`config.mk`:
```
export PLATFORM = sky130hd
export DESIGN_NAME = ef_tcc_mc
export DESIGN_NICKNAME = d
export VERILOG_FILES = /design/src/rtl/ef_tcc_mc_pkg.sv /design/src/rtl/ef_tcc_mc_sync_edge.sv /design/src/rtl/ef_tcc_mc.sv
export SDC_FILE = /design/constraint.sdc
export NUM_CORES = 1
export LEC_CHECK = 0
export CAP_MARGIN = 30
export CELL_PAD_IN_SITES_DETAIL_PLACEMENT = 0
export CELL_PAD_IN_SITES_GLOBAL_PLACEMENT = 1
export CORE_MARGIN = 8
export CORE_UTILIZATION = 30
export CTS_BUF_LIST = sky130_fd_sc_hd__clkbuf_4
export DETAILED_ROUTE_END_ITERATION = 7
export GPL_ROUTABILITY_DRIVEN = 1
export GPL_TIMING_DRIVEN = 0
export HOLD_SLACK_MARGIN = 0.12
export PLACE_DENSITY = 0.65
export SYNTH_ARGS = -nofsm -noshare
export SYNTH_HDL_FRONTEND = slang
export SYNTH_SLANG_ARGS = --single-unit
```
`constraint.sdc`:
```
create_clock -name clk -period 10.3 [get_ports clk]
set_clock_uncertainty 0.05 [all_clocks]
set_input_delay 1.03 -clock clk [delete_from_list [all_inputs] [get_ports clk]]
set_output_delay 1.03 -clock clk [all_outputs]
set_load 0.05 [all_outputs]
```
`src/rtl/ef_tcc_mc_pkg.sv`:
```
// ef_tcc_mc_pkg -- shared encodings for the timer/counter/compare/capture block.
// Contents:
//   dir_e       counting-direction encoding (reserved code behaves as up)
//   cap_edge_e  per-channel capture-edge selection
//   FLAG_TO, flag_match(i), flag_cap(i, ch)  bit positions inside ris/mis/im/icr
package ef_tcc_mc_pkg;

    typedef enum logic [1:0] {
        DIR_DOWN = 2'b00,
        DIR_UP   = 2'b01,
        DIR_UPDN = 2'b10,
        DIR_RSVD = 2'b11
    } dir_e;

    typedef enum logic [1:0] {
        CAP_OFF  = 2'b00,
        CAP_RISE = 2'b01,
        CAP_FALL = 2'b10,
        CAP_BOTH = 2'b11
    } cap_edge_e;

    // Timeout flag sits at bit 0; match flags follow, then capture flags.
    localparam int FLAG_TO = 0;

    function automatic int flag_match(input int i);
        return 1 + i;
    endfunction

    function automatic int flag_cap(input int i, input int ch);
        return 1 + ch + i;
    endfunction

endpackage

```
`src/rtl/ef_tcc_mc_sync_edge.sv`:
```
// ef_tcc_mc_sync_edge -- two-flop synchronizer for an asynchronous input plus
// a history flop that turns the synchronized level into one-cycle edge pulses.
// An input edge shows up as a pulse after the second clock and is consumed on
// the third clock edge.
// Ports:
//   clk, rst_n  clock and asynchronous active-low reset
//   d           asynchronous input
//   rise, fall  one-cycle pulses on the synchronized rising / falling edge
module ef_tcc_mc_sync_edge (
    input  logic clk,
    input  logic rst_n,
    input  logic d,
    output logic rise,
    output logic fall
);

    logic s1_r;
    logic s2_r;
    logic s3_r;

    // Synchronizer chain (s1_r, s2_r) and previous-level history (s3_r)
    always_ff @(posedge clk or negedge rst_n) begin
        if (!rst_n) begin
            s1_r <= 1'b0;
            s2_r <= 1'b0;
            s3_r <= 1'b0;
        end else begin
            s1_r <= d;
            s2_r <= s1_r;
            s3_r <= s2_r;
        end
    end

    // Pulses are decoded from flops only, so they are glitch-free.
    assign rise = s2_r & ~s3_r;
    assign fall = ~s2_r & s3_r;

endmodule

```
`src/rtl/ef_tcc_mc.sv`:
```
// ef_tcc_mc -- general-purpose timer with prescaler or external count source,
// up / down / up-down counting, one-shot mode, CH compare (PWM) channels and
// CH capture channels, sticky interrupt flags with mask and clear.
// Ports:
//   clk, rst_n          clock, asynchronous active-low reset
//   en, tmr_en          block enable, counter run (0 = load start value)
//   one_shot, dir       stop after first timeout, count direction
//   clk_src, pre        0: prescaled clk (tick every pre+1), 1: ext_clk rise
//   period, cmp         terminal count and compare values (shadowed)
//   cap_edge, cap_in    capture edge selects and asynchronous capture inputs
//   ext_clk             asynchronous external count source
//   im, icr             interrupt mask, one-cycle flag-clear pulses
//   cnt, cap_val, pwm   counter, captured counts, compare outputs
//   ris, mis, irq       raw flags, masked flags, interrupt request
//   running             counter active (cleared by a one-shot timeout)
module ef_tcc_mc
    import ef_tcc_mc_pkg::*;
#(
    parameter  int W  = 32,
    parameter  int CH = 4,
    parameter  int PW = 8,
    localparam int NF = 1 + 2 * CH
) (
    input  logic            clk,
    input  logic            rst_n,
    input  logic            en,
    input  logic            tmr_en,
    input  logic            one_shot,
    input  logic [1:0]      dir,
    input  logic            clk_src,
    input  logic [PW-1:0]   pre,
    input  logic [W-1:0]    period,
    input  logic [CH*W-1:0] cmp,
    input  logic [2*CH-1:0] cap_edge,
    input  logic            ext_clk,
    input  logic [CH-1:0]   cap_in,
    input  logic [NF-1:0]   im,
    input  logic [NF-1:0]   icr,
    output logic [W-1:0]    cnt,
    output logic [CH*W-1:0] cap_val,
    output logic [CH-1:0]   pwm,
    output logic [NF-1:0]   ris,
    output logic [NF-1:0]   mis,
    output logic            irq,
    output logic            running
);

    localparam logic [W-1:0]  ONE_W  = W'(1'b1);
    localparam logic [W-1:0]  ZERO_W = {W{1'b0}};
    localparam logic [PW-1:0] ONE_P  = PW'(1'b1);

    dir_e              dir_s;
    logic [CH:0]       sync_d_s;
    logic [CH:0]       rise_s;
    logic [CH:0]       fall_s;
    logic [CH:0]       ev_s;
    logic [2*CH+1:0]   edge_sel_s;
    logic [PW-1:0]     pre_cnt_r;
    logic              pre_hit_s;
    logic              tick_s;
    logic              to_s;
    logic [W-1:0]      cnt_r;
    logic [W-1:0]      cnt_nx;
    logic [W-1:0]      per_sh_r;
    logic [W-1:0]      per_sh_nx;
    logic [CH*W-1:0]   cmp_sh_r;
    logic [CH*W-1:0]   cmp_sh_nx;
    logic [CH*W-1:0]   cap_val_r;
    logic [CH*W-1:0]   cap_val_nx;
    logic              phase_r;
    logic              phase_nx;
    logic              running_r;
    logic              run_nx;
    logic [CH-1:0]     pwm_r;
    logic [CH-1:0]     pwm_nx;
    logic [CH-1:0]     match_s;
    logic [CH-1:0]     cap_s;
    logic [NF-1:0]     ris_r;
    logic [NF-1:0]     set_s;

    assign dir_s = dir_e'(dir);

    // Slot 0 carries ext_clk (rising edge only); slots 1..CH carry cap_in.
    assign sync_d_s   = {cap_in, ext_clk};
    assign edge_sel_s = {cap_edge, CAP_RISE};

    for (genvar k = 0; k <= CH; k++) begin : g_sync
        ef_tcc_mc_sync_edge u_sync (
            .clk   (clk),
            .rst_n (rst_n),
            .d     (sync_d_s[k]),
            .rise  (rise_s[k]),
            .fall  (fall_s[k])
        );
    end

    // Qualify each synchronized edge with its edge selection
    always_comb begin
        ev_s = {(CH+1){1'b0}};
        for (int k = 0; k <= CH; k++) begin
            ev_s[k] = (edge_sel_s[2*k] & rise_s[k]) | (edge_sel_s[2*k+1] & fall_s[k]);
        end
    end

    assign pre_hit_s = (pre_cnt_r == pre);
    assign tick_s    = en & tmr_en & running_r & (clk_src ? ev_s[0] : pre_hit_s);

    // Prescaler: counts 0..pre and restarts whenever the timer is idle
    always_ff @(posedge clk or negedge rst_n) begin
        if (!rst_n) begin
            pre_cnt_r <= {PW{1'b0}};
        end else if (!en || !tmr_en || pre_hit_s) begin
            pre_cnt_r <= {PW{1'b0}};
        end else begin
            pre_cnt_r <= pre_cnt_r + ONE_P;
        end
    end

    // Counter next state, up/down phase, shadow reload and one-shot stop
    always_comb begin
        cnt_nx    = cnt_r;
        phase_nx  = phase_r;
        run_nx    = running_r;
        per_sh_nx = per_sh_r;
        cmp_sh_nx = cmp_sh_r;
        to_s      = 1'b0;
        if (!tmr_en) begin
            // Idle: preload start value and keep shadows transparent.
            if (en) begin
                cnt_nx = (dir_s == DIR_DOWN) ? period : ZERO_W;
            end else begin
                cnt_nx = cnt_r;
            end
            phase_nx  = 1'b0;
            run_nx    = 1'b1;
            per_sh_nx = period;
            cmp_sh_nx = cmp;
        end else if (tick_s) begin
            case (dir_s)
                DIR_DOWN: begin
                    if (cnt_r == ZERO_W) begin
                        to_s   = 1'b1;
                        cnt_nx = period;
                    end else begin
                        cnt_nx = cnt_r - ONE_W;
                    end
                end
                DIR_UPDN: begin
                    if (per_sh_r == ZERO_W) begin
                        to_s   = 1'b1;
                        cnt_nx = ZERO_W;
                    end else if (!phase_r) begin
                        if (cnt_r >= per_sh_r) begin
                            phase_nx = 1'b1;
                            cnt_nx   = per_sh_r - ONE_W;
                        end else begin
                            cnt_nx = cnt_r + ONE_W;
                        end
                    end else if (cnt_r == ZERO_W) begin
                        // Leaving 0 after the down phase closes one cycle;
                        // the freshly loaded period decides the next step.
                        to_s     = 1'b1;
                        phase_nx = 1'b0;
                        cnt_nx   = (period == ZERO_W) ? ZERO_W : ONE_W;
                    end else begin
                        cnt_nx = cnt_r - ONE_W;
                    end
                end
                default: begin
                    // Up, and the reserved code which behaves as up.
                    if (cnt_r >= per_sh_r) begin
                        to_s   = 1'b1;
                        cnt_nx = ZERO_W;
                    end else begin
                        cnt_nx = cnt_r + ONE_W;
                    end
                end
            endcase
            if (to_s) begin
                per_sh_nx = period;
                cmp_sh_nx = cmp;
                if (one_shot) begin
                    run_nx = 1'b0;
                end else begin
                    run_nx = running_r;
                end
            end else begin
                run_nx = running_r;
            end
        end else begin
            cnt_nx = cnt_r;
        end
    end

    // Per-channel match, compare output and capture decode; flag-set vector
    always_comb begin
        match_s    = {CH{1'b0}};
        pwm_nx     = {CH{1'b0}};
        cap_s      = {CH{1'b0}};
        cap_val_nx = cap_val_r;
        set_s      = {NF{1'b0}};
        set_s[FLAG_TO] = to_s;
        for (int i = 0; i < CH; i++) begin
            match_s[i] = tick_s & (cnt_nx == cmp_sh_nx[i*W +: W]);
            // Built from next-state values so pwm lines up with cnt.
            pwm_nx[i]  = (cnt_nx < cmp_sh_nx[i*W +: W]);
            cap_s[i]   = en & ev_s[i+1];
            if (cap_s[i]) begin
                cap_val_nx[i*W +: W] = cnt_r;
            end else begin
                cap_val_nx[i*W +: W] = cap_val_r[i*W +: W];
            end
            set_s[flag_match(i)]  = match_s[i];
            set_s[flag_cap(i, CH)] = cap_s[i];
        end
    end

    // State registers; flags are sticky and a set beats a same-cycle clear
    always_ff @(posedge clk or negedge rst_n) begin
        if (!rst_n) begin
            cnt_r     <= ZERO_W;
            per_sh_r  <= ZERO_W;
            cmp_sh_r  <= {(CH*W){1'b0}};
            cap_val_r <= {(CH*W){1'b0}};
            phase_r   <= 1'b0;
            running_r <= 1'b1;
            pwm_r     <= {CH{1'b0}};
            ris_r     <= {NF{1'b0}};
        end else begin
            cnt_r     <= cnt_nx;
            per_sh_r  <= per_sh_nx;
            cmp_sh_r  <= cmp_sh_nx;
            cap_val_r <= cap_val_nx;
            phase_r   <= phase_nx;
            running_r <= run_nx;
            pwm_r     <= pwm_nx;
            ris_r     <= set_s | (ris_r & ~icr);
        end
    end

    assign cnt     = cnt_r;
    assign cap_val = cap_val_r;
    assign pwm     = pwm_r;
    assign ris     = ris_r;
    assign running = running_r;
    assign mis     = ris_r & im;
    assign irq     = |mis;

endmodule

```
# ---- Yosys cells after proc, flatten, opt, wreduce, memory -nomap -nowiden
# Cells that the tools add are included.
# W data, S select, Z words.
dict set report totals {
  register_bits 358
  output_inout_bits 184
  elab_cells 143
}
dict set report op_classes {
  n_addsub 4
  n_lt_le_gt_ge 5
  n_eq_ne 11
  n_mux 39
  bitwise 45
  reduce_logical 12
}
# op count
set op_table {}
lappend op_table {{$mux W32} 13}
lappend op_table {{$mux W128} 3}
lappend op_table {{$eq A32 B32 Y1} 4}
lappend op_table {{$lt A32 B32 Y1} 4}
lappend op_table {{$logic_not A32 Y1} 3}
lappend op_table {{$pmux W32 S2} 1}
lappend op_table {{$sub A32 B1 Y32 const B} 2}
lappend op_table {{$add A32 B1 Y32 const B} 1}
lappend op_table {{$ge A32 B32 Y1} 1}
lappend op_table {{$and A1 B1 Y1} 28}
lappend op_table {{$mux W1} 20}
lappend op_table {{$and A9 B9 Y9} 2}
lappend op_table {{$not A1 Y1} 9}
lappend op_table {{$not A9 Y9} 1}
lappend op_table {{$or A9 B9 Y9} 1}
lappend op_table {{$reduce_or A9 Y1} 1}
lappend op_table {{$add A8 B1 Y8 const B} 1}
lappend op_table {{$eq A8 B8 Y1} 1}
lappend op_table {{$mux W8} 1}
lappend op_table {{$ne A2 B1 Y1 const B} 4}
lappend op_table {{$reduce_and A3 Y1} 2}
lappend op_table {{$or A1 B1 Y1} 4}
lappend op_table {{$eq A2 B2 Y1 const B} 1}
lappend op_table {{$logic_not A1 Y1} 2}
lappend op_table {{5 further kinds} 6}

# ---- Logic depth before layout (Yosys ltp)
# Gate-level depths: netlist (run 1).
dict set report logic_depth {
  depth_word 13
  ltp_mapped 22
}

# ---- By module
# Synthesis (run 1) repeated with hierarchy kept, for this count alone.
dict set report unflattened {
  cells_unflattened 2035
  hier_area_um2 22556.6
}
# mod instances cells_each area_per_inst_um2 seq_area_each_um2
set modules_own_cells {}
lappend modules_own_cells {ef_tcc_mc 1 2010 22106.2 8584.5}
lappend modules_own_cells {ef_tcc_mc_sync_edge 5 5 90.1 75.1}

# ---- Least setup slack after synthesis (run 1)
# No wires, ideal clock.
dict set report synth_path {
  path_type {register to register}
  from {register cnt_r[0], in the netlist cnt[0]}
  to {register pwm_r[0], in the netlist pwm[0]}
  setup_time_ns 0.105
  t_arrival_ns 4.802
  slack_ns 5.342
  stages_incl_launch_ff 20
  path_buffers 2
  synth_period_minus_slack_ns 4.958
  cell_sequence {dfrtp_1 -> clkbuf_1 -> inv_1 -> ha_1 -> nand2b_1 -> a2111oi_0 -> nand4b_1 -> a31oi_1 -> or2_2 -> clkbuf_1 -> nand3_1 -> a31oi_1 -> a2111oi_0 -> ha_1 -> o21a_1 -> o21ai_0 -> a21oi_1 -> o21ai_0 -> a21oi_1 -> nor4b_1}
}
# item line_no
set synth_rtl {}
lappend synth_rtl {{start, declared} ef_tcc_mc.sv:62} ;# logic [W-1:0] cnt_r;
lappend synth_rtl {{start signal, assigned} ef_tcc_mc.sv:230} ;# cnt_r <= cnt_nx;
lappend synth_rtl {{$add A32 B1 Y32, or another cell as far along} {ef_tcc_mc.sv:157, ef_tcc_mc.sv:175}}
lappend synth_rtl {{$mux W32 (on tied branches)} {ef_tcc_mc.sv:153, ef_tcc_mc.sv:159}}
lappend synth_rtl {{$mux W32} ef_tcc_mc.sv:152} ;# end else if (!phase_r) begin
lappend synth_rtl {{$mux W32} ef_tcc_mc.sv:149} ;# if (per_sh_r == ZERO_W) begin
lappend synth_rtl {{$pmux W32 S2 (*)} ef_tcc_mc.sv:139} ;# case (dir_s)
lappend synth_rtl {{$mux W32 (*)} ef_tcc_mc.sv:138} ;# end else if (tick_s) begin
lappend synth_rtl {{$mux W32 (*)} ef_tcc_mc.sv:127} ;# if (!tmr_en) begin
lappend synth_rtl {{named net cnt_nx[3]} ef_tcc_mc.sv:63} ;# logic [W-1:0] cnt_nx;
lappend synth_rtl {{$lt A32 B32 Y1 (*)} ef_tcc_mc.sv:206} ;# pwm_nx[i] = (cnt_nx < cmp_sh_nx[i*W +: W]);
lappend synth_rtl {{named net pwm_nx[0]} ef_tcc_mc.sv:75} ;# logic [CH-1:0] pwm_nx;
lappend synth_rtl {{end signal, assigned} ef_tcc_mc.sv:227} ;# pwm_r <= {CH{1'b0}};
lappend synth_rtl {{end signal, assigned} ef_tcc_mc.sv:236} ;# pwm_r <= pwm_nx;
lappend synth_rtl {{end, declared} ef_tcc_mc.sv:74} ;# logic [CH-1:0] pwm_r;
# The timed path passes the listed nets; every way through them passes the cells marked *. The select of a mux whose other input is x is not followed.
# A chain may end at the register's enable or synchronous reset.

# ---- Worst setup path in the final report (run 1)
dict set report layout_path {
  from {register cnt_r[0], in the netlist cnt[0]}
  to {register pwm_r[3], in the netlist pwm[3]}
}
# Same word-level chain as after synthesis.

==> out/metrics.cfg, run 1 <==
[critical_path]
cp_slowest_cell = a21oi_1
arrival_ps = 8970
reg2reg_to = pwm[3]
cp_common_cell = clkbuf_1
worstSetupPathType = flip-flop to flip-flop
cpLargestDelayFamily = simple AND/OR/NAND/NOR gates
worst_path_largest_cell_delay_ps = 790
reg2reg_setup_slack_ps = 1970
cp-end-kind = flip-flop
critPathLaunchType = flip-flop
path_cells = clkbuf_1 > inv_1 > ha_1 > nand2b_1 > a2111oi_0 > nand4b_1 > a31oi_2 > nor2_1 > clkbuf_1 > clkbuf_1 > o211ai_1 > a21oi_1 > ha_1 > nand4_1 > nor4_1 > nand2_1 > nor3_1 > nor4_1
worst_r2r_path_depth = 18
cp_max_fo = 10
r2r-start = cnt[0]
critPathRequiredTime_ps = 10950
critical_path_buf_inv_count = 4

[cts]
insertion_delay_ps = 890
cts-root-buf = clkbuf_4
h-tree-depth = 3
cts_max_path_buffers = 3
cts_tree = built
cts_resized = 0
cts_buffers = 103
cts_num_sinks = 358
clkSlewWorstSetupHoldPaths_ps = 70

[synth]
async_reset_ff_share_pct = 100
yosysSeqAreaShare_pct = 40.8
yosys_most_used_dff = dfrtp_1
synth_compound_area_share_pct = 10.6
synth_top_area_share_pct = 40.7
synth_nets = 2418
synthMuxAreaShare_pct = 20.4
yosysUniqueCellTypes = 67
ys_warn_count = 0
synth-simple-area-share_pct = 11.1
synth-edff-count = 0
synth_xor_area_share_pct = 3.91
synth_seq_cells = 358
ys_top_cells_by_area = dfrtp_1 41%, ha_1 9.3%, mux2_2 7.2%
synth_top_cell_by_area = dfrtp_1
netlist_instances = 2047
postSynthAreaPerCell_um2 = 10.7
synthesis.area_mm2 = 0.0220
synth_fa_ha_area_share_pct = 9.35
synth_top_family_by_area = multiplexers
yosys.cell_count.top_type = dfrtp_1
synthTopCellsByCount = 357 x dfrtp_1, 164 x ha_1, 141 x mux2_2, 138 x mux2_1, 134 x mux2i_1

[worst_hold_path]
holdPathStages = 0
hold_path.class = flip-flop to flip-flop
hold-path-endpoint = g_sync[2].u_sync.s2_r
worstHoldStart = g_sync[2].u_sync.s1_r

[sta]
finalSetupViolations = 0
max_slew_margin_pct = 27.1
finalHoldViolations = 0
setup_tns_ps = 0
fmax_ghz = 0.120
period_minus_slack_ps = 8330
final.period_utilization_pct = 80.8
rsz0062_at_grt = false
worst_pin_slew_ps = 1090
setup_ws_ps = 1970
final_max_slew_viol_count = 0

[drt]
wl_met1_mm = 39.4
finalWirelength_mm = 95.2
route.top_layer_used = met5
drc = 0
wl_per_cell_um = 26.4
vias_per_cell = 5.36
wl_met3_mm = 7.14
dr_total_vias = 19300
first_pass_iters = 7
ant_nets = 0
drt_iter0_markers = 1417
wl_met2_mm = 45.3

[power_and_ir_drop]
p_per_area_mw_per_mm2 = 189
power.total_mw = 5.44
leakage_nw = 12.3
irDropWorstVdd_v = 0.000151

[final_layout]
num-fill-cells = 7154
stdcell_count = 3610
nets = 2942
drive_gt1_share_pct = 15.0
areaGrowthSynthToFinish_pct = 30.9

[global_route]
grt_overflow = 0
groute.usage.overall_pct = 22.5
grt_pass1_vias = 20200
antenna_found_initial = 7
grt_max_degree = 114
grt_pass1_wl_mm = 137

[die]
boundaryPins = 391
dieArea_mm2 = 0.0821
fp-row-count = 99
core_area_mm2 = 0.0727
die_h_um = 287
initial_core_util_pct = 30.2
dieWidth_um = 287

[placed_design]
dp_cells = 3422
place_hpwl_mm = 74.4
dp_slack_ps = 2200
gp_congestion = 0.963
io_buffers = 389

[status]
status = finished clean

[job]
maxCapViolCount = 0

cell usage in the layout, fill, tap and decap left out, types with 8 or more instances in the layout:
cell	instances
clkinv_1	24
nor2_1	111
a211oi_1	16
o211ai_1	10
a2111oi_0	10
clkbuf_4	151
nand4_1	48
and2_1	11
nor3_1	45
inv_1	48
mux2_2	141
nand2b_1	9
a31oi_1	8
buf_2	9
o221ai_1	11
nand3_1	38
o21a_1	10
clkdlybuf4s50_1	388
a21oi_1	107
nor4_1	37
buf_6	23
clkbuf_1	74
mux2_1	138
a21o_1	38
nand2_1	109
mux2i_1	134
buf_4	29
or4_1	13
or3_1	10
dfrtp_1	357
ha_1	164
and3_1	12
o21ai_0	82
xnor2_1	56
xor2_1	42
nor2b_1	8
per-layer routing:
| layer | vias to the layer above | global-route usage [%] |
|---|---|---|
| met5 | - | 0 |
| met4 | 8 | 8.20 |
| met2 | 855 | 38.2 |
| met3 | 207 | 5.44 |
| met1 | 9558 | 27.4 |
| li1 | 8716 | - |
flip-flops by register name, indices dropped and copies added (netlist names), 8 cells and up:
name / count
cap_val: 128
pre_cnt_r: 8
cmp_sh_r: 128
per_sh_r: 32
ris: 9
cnt: 32
worst max path at each step:
stage                 from            to  slack, ps  cells after the start
detailed placement  cnt[0]        pwm[3]       2200                     18
CTS                 cnt[0]        pwm[3]       2140                     18
finish              cnt[0]        pwm[3]       1970                     18
global route        cnt[0]        pwm[3]       1850                     18
global placement     rst_n  cmp_sh_r[93]      -7920                      1
floorplan           cnt[0]        pwm[0]       5340                     19
power breakdown:
| part | switching, mW | internal [mW] | leakage [nW] |
|---|---|---|---|
| clock | 0.650 | 0.694 | 0.771 |
| sequential | 0.164 | 1.65 | 4.28 |
| combinational | 1.45 | 0.827 | 7.23 |
cell type report:
type / instances / area (µm²) / share of cell area (%)
antenna: 3 / 7.51 / 0.0261
sequential: 358 / 8960 / 31.2
inverter: 51 / 191 / 0.666
clock inverter: 31 / 164 / 0.570
clock buffer: 151 / 1130 / 3.95
multi-input combinational: 1524 / 12300 / 42.7
timing repair buffer: 419 / 4170 / 14.5
tap: 959 / 1200 / 4.18
buffer: 114 / 636 / 2.21
what timing repair did:
item | CTS | global route
hold endpoints to repair | 27 | 0
hold buffers | 1 | 0
setup buffers | 0 | 0
stage by stage:
stage               hold WS (ps)  instance area (µm²)  utilization [%]
finish                       302                28700             39.5
global route                 307                28700             39.5
CTS                          305                28700             39.5
detailed placement           289                27400             37.7
global placement             285                27000             37.2
floorplan                    281                22000                -
kinds of logic (layout without fill, tap and decap cells):
kind of cell	Yosys count	in the layout
and+or+nand+nor	483	483
muxes	413	413
AOI/OAI and AO/OA	366	366
DFF	358	358
buffers and inverters	165	766
adders and majority gates	164	164
xor gates and xnor gates	98	98
other	0	3
No activity file was read; power rests on OpenSTA's default activity.
==> run 2: changes to the inputs <==
--- a/config.mk
+++ b/config.mk
@@ -15,7 +15,7 @@
 export GPL_ROUTABILITY_DRIVEN = 1
 export GPL_TIMING_DRIVEN = 0
 export HOLD_SLACK_MARGIN = 0.12
-export PLACE_DENSITY = 0.65
+export PLACE_DENSITY = 0.68
 export SYNTH_ARGS = -nofsm -noshare
 export SYNTH_HDL_FRONTEND = slang
 export SYNTH_SLANG_ARGS = --single-unit
==> constraint.sdc (replaced) <==
create_clock -name clk -period 7.57 [get_ports clk]
set_clock_uncertainty 0.05 [all_clocks]
set_input_delay 0.757 -clock clk [delete_from_list [all_inputs] [get_ports clk]]
set_output_delay 0.757 -clock clk [all_outputs]
set_load 0.05 [all_outputs]
==> run 2 against run 1 <==
Compared with the run above:
- sequential power up 36%
- first-iteration DRC count increased by 20%
- flip-flop and latch count unchanged
- largest cell class unchanged
- final cell count grew 0.28%
- combinational power is 36% higher
- clock-buffer cell count increased by 1
==> out/metrics.cfg, run 2 (synthesis gave the netlist of run 1 again) <==
[status]
status = finished clean  ; unchanged

[die]
boundaryPins = 391  ; unchanged
fp-row-count = 99  ; unchanged
dieWidth_um = 287  ; unchanged
dieArea_mm2 = 0.0821  ; unchanged
initial_core_util_pct = 30.2  ; unchanged
core_area_mm2 = 0.0727  ; unchanged
die_h_um = 287  ; unchanged

[sta]
finalHoldViolations = 0  ; unchanged
rsz0062_at_grt = false  ; unchanged
max_slew_margin_pct = 27.5  ; was 27.1%
final_max_slew_viol_count = 0  ; unchanged
finalSetupViolations = 0  ; unchanged
worst_pin_slew_ps = 1080  ; was 1090 ps
fmax_ghz = 0.134  ; was 0.120 GHz
final.period_utilization_pct = 98.7  ; was 80.8%
hold_ws_ps = 269  ; was 302 ps
period_minus_slack_ps = 7470  ; was 8330 ps

[drt]
first_pass_iters = 6  ; was 7
finalWirelength_mm = 94.6  ; was 95.2 mm
dr_total_vias = 19600  ; was 19300
drc = 0  ; unchanged
ant_nets = 0  ; unchanged
vias_per_cell = 5.42  ; was 5.36
wl_per_cell_um = 26.1  ; was 26.4 µm
drt_iter0_markers = 1702  ; was 1417

[power_and_ir_drop]
power.total_mw = 7.42  ; was 5.44 mW
leakage_nw = 12.3  ; about the same
p_per_area_mw_per_mm2 = 258  ; was 189 mW/mm²
irDropWorstVdd_v = 0.000208  ; was 0.000151 V

[job]
maxCapViolCount = 0  ; unchanged

[final_layout]
final_cell_mix = 388 x clkdlybuf4s50_1, 357 x dfrtp_1, 164 x ha_1  ; unchanged
final_area_mm2 = 0.0288  ; was 0.0287 mm²
finalCoreUtilization_pct = 39.6  ; was 39.5%
nets = 2945  ; was 2942
drive_gt1_share_pct = 15.1  ; was 15.0%
areaGrowthSynthToFinish_pct = 31.2  ; was 30.9%
final_common_cell = clkdlybuf4s50_1  ; unchanged

[critical_path]
worstSetupPathType = flip-flop to flip-flop  ; unchanged
cp_max_fo = 10  ; unchanged
cp-end-kind = flip-flop  ; unchanged
worst_path_largest_cell_delay_ps = 670  ; was 790 ps
cpLargestDelayFamily = simple AND/OR/NAND/NOR gates  ; unchanged
critPathLaunchType = flip-flop  ; unchanged
path_cells = clkbuf_1 > inv_1 > ha_1 > nand2b_1 > a2111oi_0 > nand4b_1 > a31oi_1 > buf_4 > nor2_1 > clkbuf_1 > nor3_1 > a2111oi_0 > nor3_2 > ha_1 > nand4_1 > or3_1 > nor3_1 > nand2_1 > a21oi_1 > nor4b_1  ; was clkbuf_1 > inv_1 > ha_1 > nand2b_1 > a2111oi_0 > nand4b_1 > a31oi_2 > nor2_1 > clkbuf_1 > clkbuf_1 > o211ai_1 > a21oi_1 > ha_1 > nand4_1 > nor4_1 > nand2_1 > nor3_1 > nor4_1
critical_path_buf_inv_count = 4  ; unchanged
critPathRequiredTime_ps = 8240  ; was 10950 ps
cp_slowest_cell = clkbuf_1  ; was a21oi_1
arrival_ps = 8150  ; was 8970 ps

[placed_design]
place_hpwl_mm = 73.7  ; was 74.4 mm
gp_congestion = 0.948  ; was 0.963
placed_cell_area_mm2 = 0.0274  ; unchanged
io_buffers = 389  ; unchanged

[cts]
cts_buffers = 105  ; was 103
clkSlewWorstSetupHoldPaths_ps = 80  ; was 70 ps
h-tree-depth = 3  ; unchanged
post_cts_buffers = 0  ; unchanged
cts_tree = built  ; unchanged
insertion_delay_ps = 880  ; was 890 ps
cts_max_path_buffers = 3  ; unchanged
cts_num_sinks = 358  ; unchanged
cts-root-buf = clkbuf_4  ; unchanged

[global_route]
grt_pass1_vias = 20600  ; was 20200
grt_pass1_wl_mm = 137  ; about the same
antenna_found_initial = 10  ; was 7
grt_max_degree = 118  ; was 114
grt_overflow = 0  ; unchanged
groute.usage.overall_pct = 22.4  ; was 22.5%

[worst_hold_path]
hold_path.class = input pin to flip-flop  ; was flip-flop to flip-flop

==> run 2: cell types whose count changed in the layout (fill, tap and decap cells not counted), sizes merged <==
cell / change
buf: +1
clkinv: +5
clkinvlp: +2
clkbuf: +1
diode: +2
inv: -1
==> run 2: what timing repair did <==
action	in CTS	in global routing
resized for setup	4	3
endpoints found under the setup margin	4	1
hold endpoints to repair	143	0
hold buffers	1	0
pin swaps	0	0
==> run 2: layout make-up <==
class	count	area [µm²]
antenna	5	12.5
buffer	114	638
clock buffer	152	1140
clock inverter	37	194
fill	7114	43900
inverter	51	191
multi-input combinational	1524	12300
sequential	358	8960
tap	959	1200
timing repair buffer	420	4190
==> run 2: final timing paths <==
check	slack (ps)	to	cells after the start	from
worst max-delay path	100	pwm[0]	20	cnt[0]
worst min-delay path	270	g_sync[3].u_sync.s1_r	1	cap_in[2]
worst max register to register	100	pwm[0]	20	cnt[0]
worst min register to register	300	g_sync[4].u_sync.s2_r	0	g_sync[4].u_sync.s1_r
max in group asynchronous	5840	cap_val[110]	4	rst_n
min in group asynchronous	300	cmp_sh_r[61]	2	rst_n
==> run 2: metal layers <==
| metal | vias to the layer above | GRT usage (%) | routed length, µm |
|---|---|---|---|
| met4 | 8 | 9.08 | 3750 |
| met3 | 227 | 5.36 | 7510 |
| met2 | 937 | 37.5 | 44600 |
| li1 | 8718 | - | - |
| met5 | - | 0 | 57 |
| met1 | 9745 | 27.6 | 38700 |
==> run 2: power by group <==
| part | total [mW] | leakage, nW | internal, mW | switching [mW] |
|---|---|---|---|---|
| registers | 2.47 | 4.28 | 2.25 | 0.226 |
| logic | 3.10 | 7.25 | 1.13 | 1.98 |
| clock network | 1.85 | 0.777 | 0.955 | 0.893 |
| total | 7.42 | 12.3 | 4.33 | 3.10 |
==> run 2: metrics by stage <==
stage / setup TNS [ps] / setup slack, ps / cells
final: 0 / 95.4 / 3620
after detailed placement: -915 / -580 / 3423
after global placement: -3690640 / -10340 / 3395
after global routing: 0 / 83.8 / 3618
after floorplan: 0 / 2610 / 2047
after CTS: 0 / 79.1 / 3613
